**src/rtl/point_cache_loader.sv**
```systemverilog
// point_cache_loader
// Packs a stream of LiDAR points (x, y, z) into wide per-slot cache vectors,
// one slot per distance module, and hands each completed (full or in_last
// terminated) batch to the feeder side with a valid/ack handshake.
//
// Ports:
//   clock, reset            rising-edge clock, synchronous active-high reset
//   in_valid/in_ready       point stream handshake
//   in_x/in_y/in_z          point coordinates (N bits each)
//   in_last                 final point of a batch (qualified by in_valid)
//   cache_x/cache_y/cache_z packed slot vectors, slot k at [k*N +: N]
//   cache_count             number of valid slots in the presented batch
//   cache_valid/cache_ack   batch presentation handshake
//   batch_cnt               completed-batch counter (wraps)
module point_cache_loader #(
    parameter int unsigned N                 = 16,
    parameter int unsigned DISNTANCE_MODULES = 32,
    parameter int unsigned CW                = $clog2(DISNTANCE_MODULES) + 1
) (
    input  logic                           clock,
    input  logic                           reset,
    input  logic                           in_valid,
    output logic                           in_ready,
    input  logic [N-1:0]                   in_x,
    input  logic [N-1:0]                   in_y,
    input  logic [N-1:0]                   in_z,
    input  logic                           in_last,
    output logic [N*DISNTANCE_MODULES-1:0] cache_x,
    output logic [N*DISNTANCE_MODULES-1:0] cache_y,
    output logic [N*DISNTANCE_MODULES-1:0] cache_z,
    output logic [CW-1:0]                  cache_count,
    output logic                           cache_valid,
    input  logic                           cache_ack,
    output logic [15:0]                    batch_cnt
);

    localparam int unsigned IW      = $clog2(DISNTANCE_MODULES);
    localparam int unsigned CACHE_W = N * DISNTANCE_MODULES;

    typedef enum logic {
        FILL = 1'b0,
        HOLD = 1'b1
    } state_t;

    state_t               state_q,       state_d;
    logic [IW-1:0]        wr_idx_q,      wr_idx_d;
    logic [CACHE_W-1:0]   cache_x_q,     cache_x_d;
    logic [CACHE_W-1:0]   cache_y_q,     cache_y_d;
    logic [CACHE_W-1:0]   cache_z_q,     cache_z_d;
    logic [CW-1:0]        cache_count_q, cache_count_d;
    logic                 cache_valid_q, cache_valid_d;
    logic [15:0]          batch_cnt_q,   batch_cnt_d;
    logic                 batch_close;

    // State and datapath registers
    always_ff @(posedge clock) begin
        if (reset) begin
            state_q       <= FILL;
            wr_idx_q      <= '0;
            cache_x_q     <= '0;
            cache_y_q     <= '0;
            cache_z_q     <= '0;
            cache_count_q <= '0;
            cache_valid_q <= 1'b0;
            batch_cnt_q   <= '0;
        end else begin
            state_q       <= state_d;
            wr_idx_q      <= wr_idx_d;
            cache_x_q     <= cache_x_d;
            cache_y_q     <= cache_y_d;
            cache_z_q     <= cache_z_d;
            cache_count_q <= cache_count_d;
            cache_valid_q <= cache_valid_d;
            batch_cnt_q   <= batch_cnt_d;
        end
    end

    // Next-state: fill slots in FILL, freeze in HOLD until acked
    always_comb begin
        state_d       = state_q;
        wr_idx_d      = wr_idx_q;
        cache_x_d     = cache_x_q;
        cache_y_d     = cache_y_q;
        cache_z_d     = cache_z_q;
        cache_count_d = cache_count_q;
        cache_valid_d = cache_valid_q;
        batch_cnt_d   = batch_cnt_q;
        batch_close   = 1'b0;

        case (state_q)
            FILL: begin
                if (in_valid) begin
                    cache_x_d[32'(wr_idx_q) * N +: N] = in_x;
                    cache_y_d[32'(wr_idx_q) * N +: N] = in_y;
                    cache_z_d[32'(wr_idx_q) * N +: N] = in_z;
                    batch_close = in_last ||
                                  (wr_idx_q == IW'(DISNTANCE_MODULES - 1));
                    if (batch_close) begin
                        state_d       = HOLD;
                        cache_valid_d = 1'b1;
                        cache_count_d = CW'(wr_idx_q) + CW'(1);
                        batch_cnt_d   = batch_cnt_q + 16'd1;
                        wr_idx_d      = '0;
                    end else begin
                        wr_idx_d      = wr_idx_q + IW'(1);
                    end
                end
            end
            HOLD: begin
                // Clearing all slots here keeps unused slots of a later
                // partial batch at zero without a per-slot valid mask.
                if (cache_ack) begin
                    state_d       = FILL;
                    cache_valid_d = 1'b0;
                    cache_count_d = '0;
                    cache_x_d     = '0;
                    cache_y_d     = '0;
                    cache_z_d     = '0;
                end
            end
            default: begin
                state_d = FILL;
            end
        endcase
    end

    assign in_ready    = (state_q == FILL);
    assign cache_x     = cache_x_q;
    assign cache_y     = cache_y_q;
    assign cache_z     = cache_z_q;
    assign cache_count = cache_count_q;
    assign cache_valid = cache_valid_q;
    assign batch_cnt   = batch_cnt_q;

endmodule

```
**config.mk**
```make
export PLATFORM = sky130hd
export DESIGN_NAME = point_cache_loader
export DESIGN_NICKNAME = d
export VERILOG_FILES = /design/src/rtl/point_cache_loader.sv
export SDC_FILE = /design/constraint.sdc
export NUM_CORES = 2
export LEC_CHECK = 0
export BUFFER_PORTS_ARGS = -buffer_cell sky130_fd_sc_hd__buf_2
export CAP_MARGIN = 10
export CORE_AREA = 4 4 630 632
export CTS_CLUSTER_SIZE = 8
export DETAILED_ROUTE_END_ITERATION = 7
export DIE_AREA = 0 0 634 636
export GPL_TIMING_DRIVEN = 0
export MAX_ROUTING_LAYER = met4
export PLACE_DENSITY = 0.31
export SLEW_MARGIN = 30
export SYNTH_ARGS = -nofsm -noshare
export SYNTH_HDL_FRONTEND = slang
export SYNTH_SLANG_ARGS = --single-unit
```
**constraint.sdc**
```tcl
create_clock -name clock -period 3.85 [get_ports clock]
set_clock_uncertainty 0.15 [all_clocks]
set_input_delay 0.1925 -clock clock [delete_from_list [all_inputs] [get_ports clock]]
set_output_delay 0.1925 -clock clock [all_outputs]
set_load 0.01 [all_outputs]
```
==> metrics.csv <==
metric,value,unit
vdd.ir_drop.worst,0.0003630,V
clk_transition_reported_paths,60,ps
core,0.3914,mm^2
die-height,636,um
timing.fmax,0.2652,GHz
synth_area_leader_cell,dfxtp_1,
insertion_delay,910,ps
final-setup-viol-count,0,
report.final.hold_viol_count,0,
critPathLaunchType,flop,
met3_usage,5.527,%
post-dp-hpwl,429.5,mm
setup.worst_path.end_class,flop,
hold_path.class,in -> reg,
clock_path_buffers,4,
worst_case_setup_margin_in_the_final_layout,79.86,ps
critPathSlowestCell,dfxtp_4,
timing.critical_path.mode_cell,buf_4,
worst_path_fanout_max,11,
h-tree-depth,4,
floorplan.die_area,0.4032,mm^2
grt_usage,25.67,%
wire_length_of_the_first_global_routing_pass,658.9,mm
detail_route.first_pass.iterations,6,
synthesis.area_per_instance,8.997,um^2
synth.top_cell.area_share,55.78,%
gr-total-overflow,0,
wire_length_reported_by_the_detailed_router,527.2,mm
wl_cell,38.73,um
cts-buffers-inserted,225,
syn_area,0.05617,mm^2
design.final.nets,8334,
via_per_inst,4.511,
synth.yosys.warnings,0,
die_w,634,um
worst-slew-pin-transition,1077,ps
sw_share,27.53,%
relSlewSlack,28.21,%
core.rowCount,230,
place_ws,-2301,ps
crit_path_cell_trace,clkbuf_8 > inv_4 > ha_4 > buf_8 > inv_1 > nor3_1 > ha_2 > nand3b_1 > buf_4 > nor3_4 > nand3_4 > buf_4 > clkbuf_1 > nand3_1 > o21ai_0,
combPwrFrac,7.6,%
drtAntennaViolNets,0,
synth_cells,6243,
max_stage_delay,400,ps
path_buf_inv,7,
dr.first_iter.drc_count,5391,
drv.max_cap_violation_count,0,
finalCritPeriodShare,97.93,%
synth.area.top_cells,"dfxtp_1 (56%), nand3_1 (11%), o21ai_0 (7.5%)",
worst-setup-path-type,reg -> reg,
outcome,"finished, final reports clean",
via_count_of_the_first_global_routing_pass,58429,
design.portCount,1613,
route.vias.total,61399,
globalRoute.busiestLayer,met2,
cts_tree,done,
synth_flop_cell,dfxtp_1,
pwr-share-seq,42.8,%
arrival,4380,ps
async_flop_share,0,%
power_density,463.7,mW/mm^2
grt_use_met1,29.25,%
synth_sequential_area_ratio,55.78,%
fin_worst_hold_slack,102.6,ps
clock_tree.root_cell,clkbuf_16,
tns,0,ps
req_time_crit_path,4460,ps
drc,0,
grt_max_degree,20,
numPortBuffers,1595,
final_max_slew_viols,0,
drive_gt1_share,31.00,%
synthesis.nets,6301,
grt_util_met2,43.80,%
power_report.internal_total,27.56,mW
synthDistinctLibCells,79,
area_growth,45.98,%
power.net_switching,10.47,mW
tritoncts_num_sinks,1565,
initial_core_util,14.35,%
power_frac_clock,49.6,%
synth_edf_count,0,
yosys.cell_count.top_type,dfxtp_1,
fin_crit,3770,ps
number_of_antenna_violations_at_the_first_check_in_global_routing,99,
cp_top_family,buffers and inverters,
power.static_leakage,32.95,nW
place_congestion,0.9089,
synth_commonest_cells,"dfxtp_1 (1565), nand3_1 (1264), o21ai_0 (839)",
postSynthRegisterBits,1565,
==> area by class of cell <==
type,count,area [um^2]
Tap cell,5220,6531
Multi-Input combinational cell,3958,22720
Fill cell,43616,309400
Clock buffer,255,5886
Timing Repair Buffer,1818,11540
Clock inverter,18,267.8
Sequential cell,1565,31340
Antenna cell,69,172.7
Inverter,10,42.54
Buffer,698,3498
==> through the flow <==
step,instances,util [%],total power [mW],cell area [um^2]
after floorplan,6243,-,17.43,56170
after global placement,13058,18.06,19.16,70680
after detailed placement,13162,18.79,19.41,73530
after CTS,13539,20.86,38.55,81650
after global routing,13580,20.93,39.12,81920
final,13611,20.95,38.02,81990
==> state kept, by name (all words and copies together) (netlist names) <==
name,count
cache_x,512
cache_y,512
cache_z,512
batch_cnt,16
cache_count,6
wr_idx_q,5
cache_valid,1
state_q,1
==> logic make-up (layout without fill, tap and decap cells) <==
kind of cell,Yosys count,after routing,synth area share [%]
compound gates,1668,1668,17.15
xor+xnor,19,19,0.2963
flops,1565,1565,55.78
mux,70,70,1.256
other cells,0,69,0
buf+inv,720,2799,5.170
fa+ha+maj,5,5,0.1114
simple gates,2196,2196,20.24
==> repair_timing <==
| item | 4_1_cts | 5_1_grt |
|---|---|---|
| hold buffers | 53 | 0 |
| setup buffers | 58 | 8 |
| pin swaps | 26 | 6 |
| resized for setup | 260 | 64 |
| endpoints found under the setup margin | 1536 | 1044 |
| endpoints found under the hold margin | 487 | 0 |
==> power by group through the flow <==
stage / Sequential [mW] / Combinational, mW / Clock, mW
5_1_grt: 16.3 / 2.94 / 19.9
3_3_place_gp: 16.6 / 2.54 / 0
3_5_place_dp: 16.6 / 2.79 / 0
2_1_floorplan: 16.6 / 0.805 / 0
4_1_cts: 16.3 / 2.93 / 19.3
6_report: 16.3 / 2.88 / 18.9
==> path summary, 6_finish.rpt <==
check | end | from | cells after the start | slack (ps)
setup / recovery | cache_x[145] | wr_idx_q[0] | 15 | 80
hold / removal | cache_y[446] | in_y[14] | 4 | 100
setup reg to reg | cache_x[145] | wr_idx_q[0] | 15 | 80
hold reg to reg | cache_y[300] | cache_y[300] | 2 | 290
==> tightest hold or removal path: stages <==
cell	delay [ps]
dlygate4sd3_1	530
buf_4	220
nand2_1	90
a21oi_1	50
==> routing by layer <==
layer / wire length [um] / vias up
li1: - / 26478
met1: 206800 / 31389
met2: 259400 / 2854
met3: 35990 / 678
met4: 24950 / 0
met5: 0 / -
==> cells in the final DEF (no fill, tap or decap), types with 34 or more instances in the layout <==
cell type	count
o31ai_1	71
o21ai_0	838
mux2i_1	68
nand3b_1	69
diode_2	69
nand2_1	398
buf_2	1694
dfxtp_1	1563
buf_4	90
nand2b_1	107
o2bb2ai_1	71
nand4_1	76
clkbuf_16	229
clkbuf_2	181
nand3_1	1241
buf_12	51
buf_16	54
clkbuf_1	257
buf_1	85
o211ai_1	113
a21oi_1	430
nand4b_1	34
nor2_1	58
dlygate4sd3_1	53
Power figures use the tool's default switching activity.
